--- config.mk ---
export PLATFORM = sky130hd
export DESIGN_NAME = mac_job_sequencer_flat
export DESIGN_NICKNAME = d
export VERILOG_FILES = /design/src/rtl/mac_job_sequencer_pkg.sv /design/src/rtl/mac_job_sequencer_if.sv /design/src/rtl/mac_wait_timer.sv /design/src/rtl/mac_job_sequencer.sv /design/src/flat_wrapper.sv
export SDC_FILE = /design/constraint.sdc
export NUM_CORES = 1
export LEC_CHECK = 0
export ABC_AREA = 1
export CORE_ASPECT_RATIO = 0.8
export CORE_UTILIZATION = 42
export DETAILED_ROUTE_END_ITERATION = 10
export PLACE_DENSITY = 0.76
export SYNTH_ARGS = -nofsm -noshare
export SYNTH_HDL_FRONTEND = slang
export SYNTH_SLANG_ARGS = --single-unit
--- constraint.sdc ---
create_clock -name system_clk -period 1.6 [get_ports system_clk]
set_input_delay 0.24 -clock system_clk [delete_from_list [all_inputs] [get_ports system_clk]]
set_output_delay 0.24 -clock system_clk [all_outputs]
set_load 0.03 [all_outputs]
--- src/rtl/mac_job_sequencer_pkg.sv ---
// Shared types and widths for the MulAdder dot-product sequencer.
// No logic: state encoding, datapath widths, default pipeline latency.
package mac_job_sequencer_pkg;

    localparam int MUL_A_W     = 16;
    localparam int MUL_C_W     = 48;
    localparam int MUL_P_W     = 36;
    localparam int MUL_LAT_DEF = 3;
    localparam int LEN_W_DEF   = 16;

    typedef enum logic [1:0] {
        ST_IDLE  = 2'd0,
        ST_ISSUE = 2'd1,
        ST_WAIT  = 2'd2,
        ST_DONE  = 2'd3
    } seq_state_t;

    // The C port is wider than P; the running sum is sign-extended onto it.
    function automatic logic [MUL_C_W-1:0] sext_c(input logic [MUL_P_W-1:0] v);
        return {{(MUL_C_W-MUL_P_W){v[MUL_P_W-1]}}, v};
    endfunction

endpackage

--- src/rtl/mac_job_sequencer_if.sv ---
// Job control, operand stream, MulAdder port and result stream of the sequencer.
// slave = the sequencer, master = controller / operand buffer / MulAdder side.
interface mac_job_sequencer_if
    import mac_job_sequencer_pkg::*;
#(
    parameter int LEN_W = LEN_W_DEF
);

    logic               start;
    logic               clear;
    logic [LEN_W-1:0]   len;
    logic [MUL_P_W-1:0] bias;
    logic               sub_mode;

    logic               in_valid;
    logic               in_ready;
    logic [MUL_A_W-1:0] in_w;
    logic [MUL_A_W-1:0] in_x;

    logic               mul_ce;
    logic               mul_sclr;
    logic [MUL_A_W-1:0] mul_a;
    logic [MUL_A_W-1:0] mul_b;
    logic [MUL_C_W-1:0] mul_c;
    logic               mul_sub;
    logic [MUL_P_W-1:0] mul_p;

    logic               out_valid;
    logic               out_ready;
    logic [MUL_P_W-1:0] out_data;
    logic               busy;

    modport slave (
        input  start, clear, len, bias, sub_mode,
        input  in_valid, in_w, in_x,
        output in_ready,
        output mul_ce, mul_sclr, mul_a, mul_b, mul_c, mul_sub,
        input  mul_p,
        output out_valid, out_data, busy,
        input  out_ready
    );

    modport master (
        output start, clear, len, bias, sub_mode,
        output in_valid, in_w, in_x,
        input  in_ready,
        input  mul_ce, mul_sclr, mul_a, mul_b, mul_c, mul_sub,
        output mul_p,
        input  out_valid, out_data, busy,
        output out_ready
    );

endinterface

--- src/rtl/mac_wait_timer.sv ---
// Loadable down-counter: done is high in the LAT-th enabled cycle after load.
// No backpressure; clr and load take effect on the next edge.
module mac_wait_timer #(
    parameter int LAT = 3
) (
    input  logic clk,
    input  logic rst_n,
    input  logic clr,
    input  logic load,
    input  logic en,
    output logic done
);

    localparam int CW = (LAT > 1) ? $clog2(LAT) : 1;

    logic [CW-1:0] cnt;

    always_ff @(posedge clk or negedge rst_n) begin
        if (!rst_n) begin
            cnt <= '0;
        end else if (clr) begin
            cnt <= '0;
        end else if (load) begin
            cnt <= CW'(LAT - 1);
        end else if (en && (cnt != '0)) begin
            cnt <= cnt - CW'(1);
        end
    end

    assign done = en && (cnt == '0);

endmodule

--- src/rtl/mac_job_sequencer.sv ---
// Drives one MulAdder through bias +/- sum(w*x); one element per MUL_LAT+1 cycles.
// Operands stall via in_ready outside ISSUE; the result is held in DONE until out_ready.
module mac_job_sequencer
    import mac_job_sequencer_pkg::*;
#(
    parameter int MUL_LAT = MUL_LAT_DEF,
    parameter int LEN_W   = LEN_W_DEF
) (
    input  logic system_clk,
    input  logic rst_n,
    mac_job_sequencer_if.slave bus
);

    seq_state_t         state;
    logic [MUL_P_W-1:0] acc;
    logic [LEN_W-1:0]   remaining;
    logic               sub;

    logic in_hs;
    logic out_hs;
    logic timer_load;
    logic timer_en;
    logic wait_done;

    assign in_hs      = bus.in_valid && bus.in_ready;
    assign out_hs     = bus.out_valid && bus.out_ready;
    assign timer_load = (state == ST_ISSUE) && in_hs && !bus.clear;
    assign timer_en   = (state == ST_WAIT);

    mac_wait_timer #(
        .LAT (MUL_LAT)
    ) u_wait_timer (
        .clk   (system_clk),
        .rst_n (rst_n),
        .clr   (bus.clear),
        .load  (timer_load),
        .en    (timer_en),
        .done  (wait_done)
    );

    always_ff @(posedge system_clk or negedge rst_n) begin
        if (!rst_n) begin
            state        <= ST_IDLE;
            acc          <= '0;
            remaining    <= '0;
            sub          <= 1'b0;
            bus.in_ready <= 1'b0;
            bus.mul_ce   <= 1'b0;
            bus.mul_sclr <= 1'b0;
            bus.mul_a    <= '0;
            bus.mul_b    <= '0;
            bus.mul_c    <= '0;
            bus.mul_sub  <= 1'b0;
            bus.out_valid <= 1'b0;
            bus.out_data <= '0;
            bus.busy     <= 1'b0;
        end else begin
            bus.mul_sclr <= 1'b0;
            // clear overrides everything, including handshakes in the same cycle
            if (bus.clear) begin
                state         <= ST_IDLE;
                bus.in_ready  <= 1'b0;
                bus.out_valid <= 1'b0;
                bus.mul_ce    <= 1'b0;
                bus.mul_sclr  <= 1'b1;
                bus.busy      <= 1'b0;
            end else begin
                case (state)
                    ST_IDLE: begin
                        if (bus.start) begin
                            acc          <= bus.bias;
                            remaining    <= bus.len;
                            sub          <= bus.sub_mode;
                            bus.mul_sclr <= 1'b1;
                            bus.busy     <= 1'b1;
                            if (bus.len != '0) begin
                                state        <= ST_ISSUE;
                                bus.in_ready <= 1'b1;
                            end else begin
                                state         <= ST_DONE;
                                bus.out_valid <= 1'b1;
                                bus.out_data  <= bus.bias;
                            end
                        end
                    end
                    ST_ISSUE: begin
                        if (in_hs) begin
                            bus.mul_a    <= bus.in_w;
                            bus.mul_b    <= bus.in_x;
                            bus.mul_c    <= sext_c(acc);
                            bus.mul_sub  <= sub;
                            bus.mul_ce   <= 1'b1;
                            bus.in_ready <= 1'b0;
                            remaining    <= remaining - LEN_W'(1);
                            state        <= ST_WAIT;
                        end
                    end
                    ST_WAIT: begin
                        // P is sampled on the edge that closes the last enabled cycle
                        if (wait_done) begin
                            acc        <= bus.mul_p;
                            bus.mul_ce <= 1'b0;
                            if (remaining != '0) begin
                                state        <= ST_ISSUE;
                                bus.in_ready <= 1'b1;
                            end else begin
                                state         <= ST_DONE;
                                bus.out_valid <= 1'b1;
                                bus.out_data  <= bus.mul_p;
                            end
                        end
                    end
                    ST_DONE: begin
                        if (out_hs) begin
                            bus.out_valid <= 1'b0;
                            bus.busy      <= 1'b0;
                            state         <= ST_IDLE;
                        end
                    end
                    default: state <= ST_IDLE;
                endcase
            end
        end
    end

endmodule

--- src/flat_wrapper.sv ---
// flat-port wrapper written by rule: the top's interface ports become plain ports
module mac_job_sequencer_flat import mac_job_sequencer_pkg::*;
#(
    parameter int MUL_LAT = MUL_LAT_DEF,
    parameter int LEN_W   = LEN_W_DEF
)
  (system_clk, rst_n, bus_start, bus_clear, bus_len, bus_bias, bus_sub_mode, bus_in_valid, bus_in_w, bus_in_x, bus_in_ready, bus_mul_ce, bus_mul_sclr, bus_mul_a, bus_mul_b, bus_mul_c, bus_mul_sub, bus_mul_p, bus_out_valid, bus_out_data, bus_busy, bus_out_ready);
  mac_job_sequencer_if #(.LEN_W(LEN_W)) bus_i ();
  input  logic system_clk;
  input  logic rst_n;
  input wire logic [$bits(bus_i.start)-1:0] bus_start;
  input wire logic [$bits(bus_i.clear)-1:0] bus_clear;
  input wire logic [$bits(bus_i.len)-1:0] bus_len;
  input wire logic [$bits(bus_i.bias)-1:0] bus_bias;
  input wire logic [$bits(bus_i.sub_mode)-1:0] bus_sub_mode;
  input wire logic [$bits(bus_i.in_valid)-1:0] bus_in_valid;
  input wire logic [$bits(bus_i.in_w)-1:0] bus_in_w;
  input wire logic [$bits(bus_i.in_x)-1:0] bus_in_x;
  output wire logic [$bits(bus_i.in_ready)-1:0] bus_in_ready;
  output wire logic [$bits(bus_i.mul_ce)-1:0] bus_mul_ce;
  output wire logic [$bits(bus_i.mul_sclr)-1:0] bus_mul_sclr;
  output wire logic [$bits(bus_i.mul_a)-1:0] bus_mul_a;
  output wire logic [$bits(bus_i.mul_b)-1:0] bus_mul_b;
  output wire logic [$bits(bus_i.mul_c)-1:0] bus_mul_c;
  output wire logic [$bits(bus_i.mul_sub)-1:0] bus_mul_sub;
  input wire logic [$bits(bus_i.mul_p)-1:0] bus_mul_p;
  output wire logic [$bits(bus_i.out_valid)-1:0] bus_out_valid;
  output wire logic [$bits(bus_i.out_data)-1:0] bus_out_data;
  output wire logic [$bits(bus_i.busy)-1:0] bus_busy;
  input wire logic [$bits(bus_i.out_ready)-1:0] bus_out_ready;
  assign bus_i.start = bus_start;
  assign bus_i.clear = bus_clear;
  assign bus_i.len = bus_len;
  assign bus_i.bias = bus_bias;
  assign bus_i.sub_mode = bus_sub_mode;
  assign bus_i.in_valid = bus_in_valid;
  assign bus_i.in_w = bus_in_w;
  assign bus_i.in_x = bus_in_x;
  assign bus_in_ready = bus_i.in_ready;
  assign bus_mul_ce = bus_i.mul_ce;
  assign bus_mul_sclr = bus_i.mul_sclr;
  assign bus_mul_a = bus_i.mul_a;
  assign bus_mul_b = bus_i.mul_b;
  assign bus_mul_c = bus_i.mul_c;
  assign bus_mul_sub = bus_i.mul_sub;
  assign bus_i.mul_p = bus_mul_p;
  assign bus_out_valid = bus_i.out_valid;
  assign bus_out_data = bus_i.out_data;
  assign bus_busy = bus_i.busy;
  assign bus_i.out_ready = bus_out_ready;
  mac_job_sequencer #(.MUL_LAT(MUL_LAT), .LEN_W(LEN_W)) u_core (.system_clk(system_clk), .rst_n(rst_n), .bus(bus_i));
endmodule
==> results.ini <==
[sta]
skew_ns=0.01779
worst_slew_pin_slew_ns=0.4536
post-route-min-period_ns=1.787
final-setup-viol-count=157
timing_hold_violations_final=0
fmax_mhz=559.5
rsz0062_at_grt=yes
whs_ns=0.3006
slew_headroom_pct=69.73
layout_setup_ws_ns=-0.1872
timing.final.crit_share_pct=111.7
finalMaxSlewViolations=0

[drt]
viasPerCell=5.132
wl_per_cell_um=18.10
firstDrtPassIters=5
drt_iter0_drc=558
num_vias=8181
drc=0
wirelength_um=28850
ant_nets=0

[place]
place_congestion=0.8846
hpwlAfterDp_um=15550
port_buffers=248
dpl_worst_slack_ns=-0.2116

[logic_synthesis]
synth_warnings=0
netlist_instances=989
yosysUniqueCellTypes=30
synth.cell_area_um2=7830
synth_seq_cells=167
synth_nets=1122
yosysSeqAreaShare_pct=53.37
avgSynthCellArea_um2=7.917

[global_route]
grtUsageMet1_pct=34.60
grt_usage_pct=26.20
grt_max_degree=39
use_met2_pct=43.75
antenna_found_initial=1
grt.busiest_layer=met2
grt_pass1_wl_um=38550
met3_usage_pct=5.741
grt_remaining_overflow=0
grt_pass1_vias=7434

[die]
fp.dieW_um=154.7
rows=44
die_y_um=124.1
io_pins=249
start_util_pct=42.97
core_area_um2=18220
die_area_um2=19200

[cells_and_area]
drive_gt1_share_pct=31.54
final_nets=1463
diodes=0
area_delta_synth_final_pct=76.81

[clock_tree]
cts-root-buf=clkbuf_16
cts.sinks=167
clk_path_buf_depth=2
cts_max_level=4
cts_made_buffers=17
clock_latency_ns=0.44
cts.reportedPaths.clkPinSlew_ns=0.07
cts_tree=done

[setup_path]
cp_data_arrival_time_ns=2.11
critPathKind=reg -> reg
crit_path_cell_trace=inv_2 -> ha_4 -> inv_4 -> nand2_4 -> nand2_4 -> nor2_8 -> nand3_4 -> buf_12 -> clkbuf_16 -> nand2_4 -> nand2_1
startpoint_type=flip-flop
cpMostUsedCell=nand2_4
slowest_stage=dfrtp_1
cp_data_required_time_ns=1.92
critical_path_buf_inv_count=4
cp_max_fo=6
cp-end-kind=flip-flop
slowest_delay_ns=0.41
cpLargestDelayFamily=buffers and inverters

[worst_hold_path]
hold_path_class=in -> async

[outcome]
violations=negative setup slack
status=finished, violations left

[flow_run]
max_cap_violations=0

[power]
peakVddDrop_v=0.001105
power_density_nw_per_um2=1950
p_leak_uw=0.006903

logic make-up after synthesis:
| family | share of synthesized area, % |
|---|---|
| flip-flops | 53.37 |
| buffers and inverters | 7.926 |
| adder cells (fa/ha/maj) | 0.9587 |
| XOR/XNOR | 0.2238 |
| AND/OR/NAND/NOR | 30.36 |
| AO/OA/AOI/OAI | 7.159 |
synth_stat cells (all sizes together):
master | count | share of area, %
nor3 | 2 | 0.13
buf | 42 | 3.6
o22ai | 1 | 0.080
ha | 6 | 0.96
o21ai | 98 | 6.3
nand4 | 40 | 3.2
nand2 | 440 | 22
o211ai | 1 | 0.096
nand3 | 24 | 1.7
o22a | 1 | 0.11
nor2 | 66 | 3.8
clkbuf | 20 | 0.96
a21oi | 7 | 0.50
xor2 | 2 | 0.22
o221ai | 1 | 0.11
dfrtp | 167 | 53
inv | 71 | 3.4
registers in the layout, indices dropped and copies added, names as in the netlist:
register and count:
u_core.bus.mul_a 16, u_core.bus.mul_c 36, u_core.state 2, u_core.bus.out_valid 1
u_core.bus.mul_ce 1, u_core.acc 36, u_core.remaining 16, u_core.sub 1
u_core.bus.mul_sub 1, u_core.bus.mul_b 16, u_core.bus.out_data 36, u_core.bus.mul_sclr 1
u_core.u_wait_timer.cnt 2, u_core.bus.busy 1, u_core.bus.in_ready 1
final cells by class:
class | instances | area (µm²)
fillers | 1253 | 4378
repair buffers | 381 | 4264
flip-flops and latches | 167 | 4182
multi-input cells | 689 | 4168
clock buffers | 20 | 436.7
well taps | 253 | 316.6
inverters | 71 | 291.5
clock inverters | 10 | 147.6
repair inverters | 3 | 38.79
worst paths after layout:
path | endpoint | cells past startpoint | from | slack [ns]
hold reg to reg | u_core.bus.out_data[25] | 2 | u_core.bus.out_data[25] | 0.47
setup reg to reg | u_core.bus.out_data[19] | 11 | u_core.state[0] | -0.19
hold / removal | u_core.bus.out_data[2] | 2 | rst_n | 0.30
setup / recovery | u_core.bus.out_data[19] | 11 | u_core.state[0] | -0.19
max in group asynchronous | u_core.state[1] | 3 | rst_n | 0.74
min in group system_clk | u_core.bus.mul_b[4] | 3 | bus_in_x[4] | 0.34
metal layers:
layer | routed length, µm | part of all wire [%]
met1 | 12030 | 42
met2 | 14220 | 49
met3 | 2196 | 7.6
met4 | 391 | 1.4
met5 | 12 | 0.042
timing repair:
action / in CTS / in global routing
pin swaps: 15 / 19
resized for setup: 275 / 341
hold buffers: 1 / 0
gates cloned: 18 / 22
setup endpoints to repair: 283 / 178
hold endpoints to repair: 33 / 0
buffers inserted: 21 / 16
power by group:
group	switching, µW	internal [µW]
clock network	1820	2460
logic	8990	6130
registers	1490	6120
cell usage in the layout (no fill, tap or decap), types with 3 or more instances in the layout:
cell type,count
nand3_1,18
dfrtp_1,165
buf_16,13
inv_6,3
nand3_4,3
nand2_1,295
clkbuf_16,34
clkbuf_1,3
inv_2,6
inv_1,61
nand2_2,76
o21ai_2,47
nand2_4,67
nor2_1,43
nor2_2,7
o21ai_1,45
ha_4,4
nor2_4,15
nand3_2,3
a21oi_4,3
dlygate4sd2_1,109
inv_8,3
o21ai_0,5
clkbuf_2,13
buf_8,3
buf_4,53
bufinv_16,3
clkdlybuf4s50_1,125
nand4_1,40
buf_6,21
buf_12,26
per-stage QoR:
stage / cells / instance area [µm²] / util (%) / TNS (ns) / total power, µW
6_report: 1594 / 13840 / 75.98 / -16.32 / 27000
5_1_grt: 1594 / 13840 / 75.98 / -25.85 / 28340
4_1_cts: 1561 / 12380 / 67.92 / -11.65 / 24010
3_5_place_dp: 1492 / 10950 / 60.09 / -24.05 / 18990
3_3_place_gp: 1492 / 10950 / 60.09 / -19.60 / 18740
2_1_floorplan: 989 / 7839 / - / -0.005197 / 13960
Power figures use the tool's default switching activity.
